==> src/rtl/serial_link_pkg.sv <==
// serial_link_pkg
//   Definitions shared by the serial frame transmitter and the matching
//   receiver: the frame state encoding, the line levels for each part of a
//   frame, and a helper that returns the length of one frame in clock cycles.
package serial_link_pkg;

    typedef enum logic [1:0] {
        IDLE  = 2'b00,
        START = 2'b01,
        DATA  = 2'b10,
        STOP  = 2'b11
    } state_t;

    localparam logic IDLE_LEVEL  = 1'b1;
    localparam logic START_LEVEL = 1'b0;
    localparam logic STOP_LEVEL  = 1'b1;

    // Line time of one frame: start bit, data_w data bits, stop bit.
    function automatic int frame_len(input int data_w, input int clk_div);
        return (data_w + 2) * clk_div;
    endfunction

endpackage

==> src/rtl/serial_bit_timer.sv <==
// serial_bit_timer
//   Counts clock cycles within one serial bit period and flags the last one.
//   Shared by the transmitter and receiver.
// Ports:
//   clk      in   rising-edge clock
//   rst_n    in   asynchronous active-low reset (counter -> 0)
//   clear    in   force the counter to 0 on the next edge
//   bit_done out  high in the last cycle (count CLK_DIV-1) of a bit period
module serial_bit_timer #(
    parameter int CLK_DIV = 4
) (
    input  logic clk,
    input  logic rst_n,
    input  logic clear,
    output logic bit_done
);

    localparam int CNT_W = (CLK_DIV > 1) ? $clog2(CLK_DIV) : 1;
    localparam logic [CNT_W-1:0] TERM_CNT = CNT_W'(CLK_DIV - 1);

    logic [CNT_W-1:0] r_cnt;

    // Wrapping on bit_done lets consecutive bits of the same state run back
    // to back; a state change always coincides with bit_done, so every state
    // is entered with the counter at 0.
    always_ff @(posedge clk or negedge rst_n) begin
        if (!rst_n) begin
            r_cnt <= '0;
        end else if (clear || bit_done) begin
            r_cnt <= '0;
        end else begin
            r_cnt <= r_cnt + 1'b1;
        end
    end

    // With CLK_DIV=1 the counter never leaves 0, so this is constant 1.
    assign bit_done = (r_cnt == TERM_CNT);

endmodule

==> src/rtl/serial_frame_tx.sv <==
// serial_frame_tx
//   Parallel-to-serial frame transmitter. A word accepted over valid/ready is
//   sent as start bit (0), DATA_W data bits LSB first, stop bit (1), each bit
//   held for CLK_DIV cycles. The line idles high.
// Ports:
//   clk        in   rising-edge clock
//   rst_n      in   asynchronous active-low reset; aborts any frame in flight
//   data_in    in   word to send, sampled only on the accepting edge
//   valid_in   in   data_in holds a word to send
//   ready_out  out  high only in IDLE; accept = valid_in & ready_out
//   tx_out     out  registered serial line
//   busy       out  a frame is in progress
module serial_frame_tx
    import serial_link_pkg::*;
#(
    parameter int DATA_W  = 8,
    parameter int CLK_DIV = 4
) (
    input  logic              clk,
    input  logic              rst_n,
    input  logic [DATA_W-1:0] data_in,
    input  logic              valid_in,
    output logic              ready_out,
    output logic              tx_out,
    output logic              busy
);

    localparam int IDX_W = (DATA_W > 1) ? $clog2(DATA_W) : 1;
    localparam logic [IDX_W-1:0] LAST_IDX = IDX_W'(DATA_W - 1);

    state_t            r_state;
    logic [DATA_W-1:0] r_shreg;
    logic [IDX_W-1:0]  r_idx;
    logic              r_tx;

    logic              w_bit_done;
    logic              w_accept;
    logic [DATA_W-1:0] w_shifted;

    assign ready_out = (r_state == IDLE);
    assign busy      = (r_state != IDLE);
    assign tx_out    = r_tx;
    assign w_accept  = valid_in && ready_out;

    // Right shift with a 1 filled in at the top; written this way so that it
    // stays legal for DATA_W=1.
    assign w_shifted = DATA_W'({1'b1, r_shreg} >> 1);

    // Held clear while idle so the start bit begins a fresh bit period.
    serial_bit_timer #(
        .CLK_DIV (CLK_DIV)
    ) u_bit_timer (
        .clk      (clk),
        .rst_n    (rst_n),
        .clear    (r_state == IDLE),
        .bit_done (w_bit_done)
    );

    // The line level is registered alongside the state, so every transition
    // loads the level of the bit that the next state drives.
    always_ff @(posedge clk or negedge rst_n) begin
        if (!rst_n) begin
            r_state <= IDLE;
            r_shreg <= '0;
            r_idx   <= '0;
            r_tx    <= IDLE_LEVEL;
        end else begin
            case (r_state)
                IDLE: begin
                    if (w_accept) begin
                        r_shreg <= data_in;
                        r_state <= START;
                        r_tx    <= START_LEVEL;
                    end
                end
                START: begin
                    if (w_bit_done) begin
                        r_idx   <= '0;
                        r_state <= DATA;
                        r_tx    <= r_shreg[0];
                    end
                end
                DATA: begin
                    if (w_bit_done) begin
                        r_shreg <= w_shifted;
                        r_idx   <= r_idx + 1'b1;
                        if (r_idx == LAST_IDX) begin
                            r_state <= STOP;
                            r_tx    <= STOP_LEVEL;
                        end else begin
                            r_tx    <= w_shifted[0];
                        end
                    end
                end
                STOP: begin
                    if (w_bit_done) begin
                        r_state <= IDLE;
                        r_tx    <= IDLE_LEVEL;
                    end
                end
                default: begin
                    r_state <= IDLE;
                    r_tx    <= IDLE_LEVEL;
                end
            endcase
        end
    end

endmodule

==> config.mk <==
export PLATFORM = sky130hd
export DESIGN_NAME = serial_frame_tx
export DESIGN_NICKNAME = d
export VERILOG_FILES = /design/src/rtl/serial_link_pkg.sv /design/src/rtl/serial_bit_timer.sv /design/src/rtl/serial_frame_tx.sv
export SDC_FILE = /design/constraint.sdc
export NUM_CORES = 1
export LEC_CHECK = 0
export ABC_AREA = 1
export CORE_MARGIN = 8
export CORE_UTILIZATION = 50
export CTS_CLUSTER_SIZE = 14
export DETAILED_ROUTE_END_ITERATION = 8
export PLACE_DENSITY_LB_ADDON = 0.12
export SYNTH_ARGS = -nofsm -noshare
export SYNTH_HDL_FRONTEND = slang
export SYNTH_SLANG_ARGS = --single-unit
export TNS_END_PERCENT = 100
==> constraint.sdc <==
create_clock -name clk -period 1.99 [get_ports clk]
set_input_delay 0.597 -clock clk [delete_from_list [all_inputs] [get_ports clk]]
set_output_delay 0.597 -clock clk [all_outputs]
set_load 0.005 [all_outputs]
==> results.md, run 1 <==
- DR iter-0 viols: 17
- Area of the die: 0.00344 mm^2
- Met1 usage: 13.4%
- Main synth FF type: dfrtp_1
- Netlist Area Pre-Place: 910 um^2
- Worst setup SP type: register
- Setup TNS: 0 ps
- Worst EP required: 1390 ps
- Final Hold Vio Count: 0
- Crit share post-route: 96.4%
- Multi-input logic area: 462 um^2
- Post-layout min period: 1920 ps
- Cell types with the highest counts after synthesis: 18 x nand2_1, 15 x dfrtp_1, 13 x o21ai_0, 8 x ha_1, 8 x o21ai_2
- Initial core utilization: 52.7%
- Final net count: 140
- Root Buffer: clkbuf_4
- Routed via count: 730
- Diode count: 0
- Rows: 15
- Final setup viols: 0
- Largest incremental delay on the critical path: 540 ps
- RR Startpoint: r_state[1]$_DFFE_PN0P_
- GRT Util Overall: 11.5%
- FF-to-FF End: r_shreg[3]$_DFFE_PN0P_
- Ys async rst share: 100%
- Total Power: 1.76 mW
- Most frequent cell after synthesis: nand2_1
- Yosys warns: 0
- Slew margin rel.: 75.1%
- Clock latency on the worst-skew pair: 290 ps
- Synthesis-stage register bit count: 16
- Post-Syn Instances: 99
- Crit-path max FO: 2
- Crit path from: tx_out$_DFFE_PN1P_
- Worst Setup EP: tx_out
- Flop-to-flop setup slack: 360 ps
- WP depth: 1
- DRC Markers: 0
- Max-cap violation count: 0
- Hold-fix buffers, CTS: 0
- Detail Route Antenna Nets: 0
- Syn Area/Cell: 9.19 um^2
- Die width: 58.7 um
- WHS: 446 ps
- Leak: 0.557 nW
- CP Capture Type: output port
- Core ar.: 0.00173 mm^2
- RSZ-0062 raised after global routing: false
- Most used routing layer: met2
- Die Ht: 58.7 um
- Largest cells by area after synthesis: dfrtp_1 41%, ha_1 11%, o21ai_2 7.7%, nand2_1 7.4%, o21ai_0 7.2%
- Utilization after layout: 65.7%
- Max Freq: 521 MHz
- Vias in the first global route: 736
- Clock transition at path regs: 100 ps
- Initial antenna violation count: 0
- Via density: 5.03
- GR Util met2: 19.7%
- Sink Count: 16
- Grt met3 use: 2.39%
- CP Data Arrival Time: 1320 ps
- Avg WL per Cell: 12.0 um
- Buffer levels on the longest clock path: 2
- H-tree levels: 1
- Area delta synth->final: 24.6%
- Critical-path cell list: clkdlybuf4s50_1
- CP top delay family: flip-flops
- Share of the synthesized area in the top cell type: 41.3%
- First-pass GRT wire length: 3100 um
- Final wirelength: 1740 um
- Detail Placement HPWL: 1260 um
- Worst-Margin Slew: 373 ps
- Max VDD drop: 820 uV
- Cell Pwr Density: 1550 mW/mm^2
- Cell taking the most area after synthesis: dfrtp_1
- GRT overflow: 0
- Fraction of layout instances using a drive strength above 1: 28.3%
- Critical-path top delay cell: dfstp_2
- Reg2reg path depth: 6
- PortBufs: 13
- FF+latch area: 402 um^2
- Final Slew Violations: 0
- TritonCTS clock tree: built
- I/O Pins: 14
- Worst hold path type: reg -> reg
- Pre-Repair DR Iteration Count: 4
- Synth cell types: 21
- Worst path bufs/invs: 1
- Setup Skew: 1.69 ps
- Total CTS buffers: 3
- Number of synthesized flops with an enable pin: 0
- Routability cong.: 0.841
- Crit path kind: reg -> out
- Sequential share of the synthesized area: 44.2%
- Total nets after synthesis: 118
- Status: finished, final reports clean
- Fillers: 159
- Pin count of the biggest net entering global routing: 17
==> logic make-up (layout without fill, tap and decap cells) <==
logic type / count (synthesis) / after routing / synth area share [%]
fa+ha+maj: 8 / 8 / 11.0
simple gates: 41 / 41 / 21.9
buf+inv: 10 / 31 / 5.36
flops: 16 / 16 / 44.2
compound gates: 24 / 24 / 17.6
==> flip-flops by register name (all words and copies together) (netlist names) <==
signal             count
u_bit_timer.r_cnt      2
tx_out                 1
r_state                2
r_idx                  3
r_shreg                8
==> final cells by class <==
class / instances / share of cell area (%)
flip-flops and latches: 16 / 35.4
repair buffers: 19 / 15.2
inverters: 8 / 2.65
clock buffers: 4 / 3.20
multi-input cells: 73 / 40.7
well taps: 25 / 2.76
==> cell usage in the layout (no fill, tap or decap), types with 4 or more instances in the layout <==
master and count:
o21ai_2 8, inv_2 4, o21ai_0 13, nand3_1 5
ha_1 7, or2_2 5, nor2_1 4, nand2_1 18
dfrtp_1 15, inv_1 4, clkdlybuf4s50_1 11, buf_4 6
==> worst min path at each step <==
stage,startpoint,end,slack [ps],cells past startpoint
floorplan,rst_n,r_idx[0]$_DFFE_PN0P_,300,0
global placement,u_bit_timer.r_cnt[0]$_DFF_PN0_,u_bit_timer.r_cnt[0]$_DFF_PN0_,430,1
detailed placement,u_bit_timer.r_cnt[0]$_DFF_PN0_,u_bit_timer.r_cnt[0]$_DFF_PN0_,440,1
CTS,u_bit_timer.r_cnt[0]$_DFF_PN0_,u_bit_timer.r_cnt[0]$_DFF_PN0_,450,1
global route,u_bit_timer.r_cnt[0]$_DFF_PN0_,u_bit_timer.r_cnt[0]$_DFF_PN0_,480,1
finish,u_bit_timer.r_cnt[0]$_DFF_PN0_,u_bit_timer.r_cnt[0]$_DFF_PN0_,450,1
==> per-layer routing <==
layer  wire length (um)  vias up
met5                  0        -
met1                795      337
met2                845       19
met4                 34        0
li1                   -      369
met3                 67        5
==> power breakdown <==
part           internal [mW]  switching, mW
combinational          0.425          0.560
clock                  0.111          0.107
sequential             0.480         0.0794
total                   1.02          0.746
==> timing repair <==
item / 4_1_cts / 5_1_grt
endpoints found under the setup margin: 2 / 0
resized for setup: 5 / 0
setup buffers: 2 / 0
==> metrics by stage <==
step	setup WS (ps)	area [um^2]	std cells
after floorplan	527	910	99
final	72.1	1130	145
after global placement	180	1080	139
after global routing	26.6	1130	145
after CTS	59.1	1130	145
after detailed placement	138	1080	139
Power figures use the tool's default switching activity.
==> run 2, diff against run 1 <==
- HOLD_SLACK_MARGIN: default -> 0.15
==> results of run 2 <==
No change in the layout: final DEF, timing and power equal those of run 1.
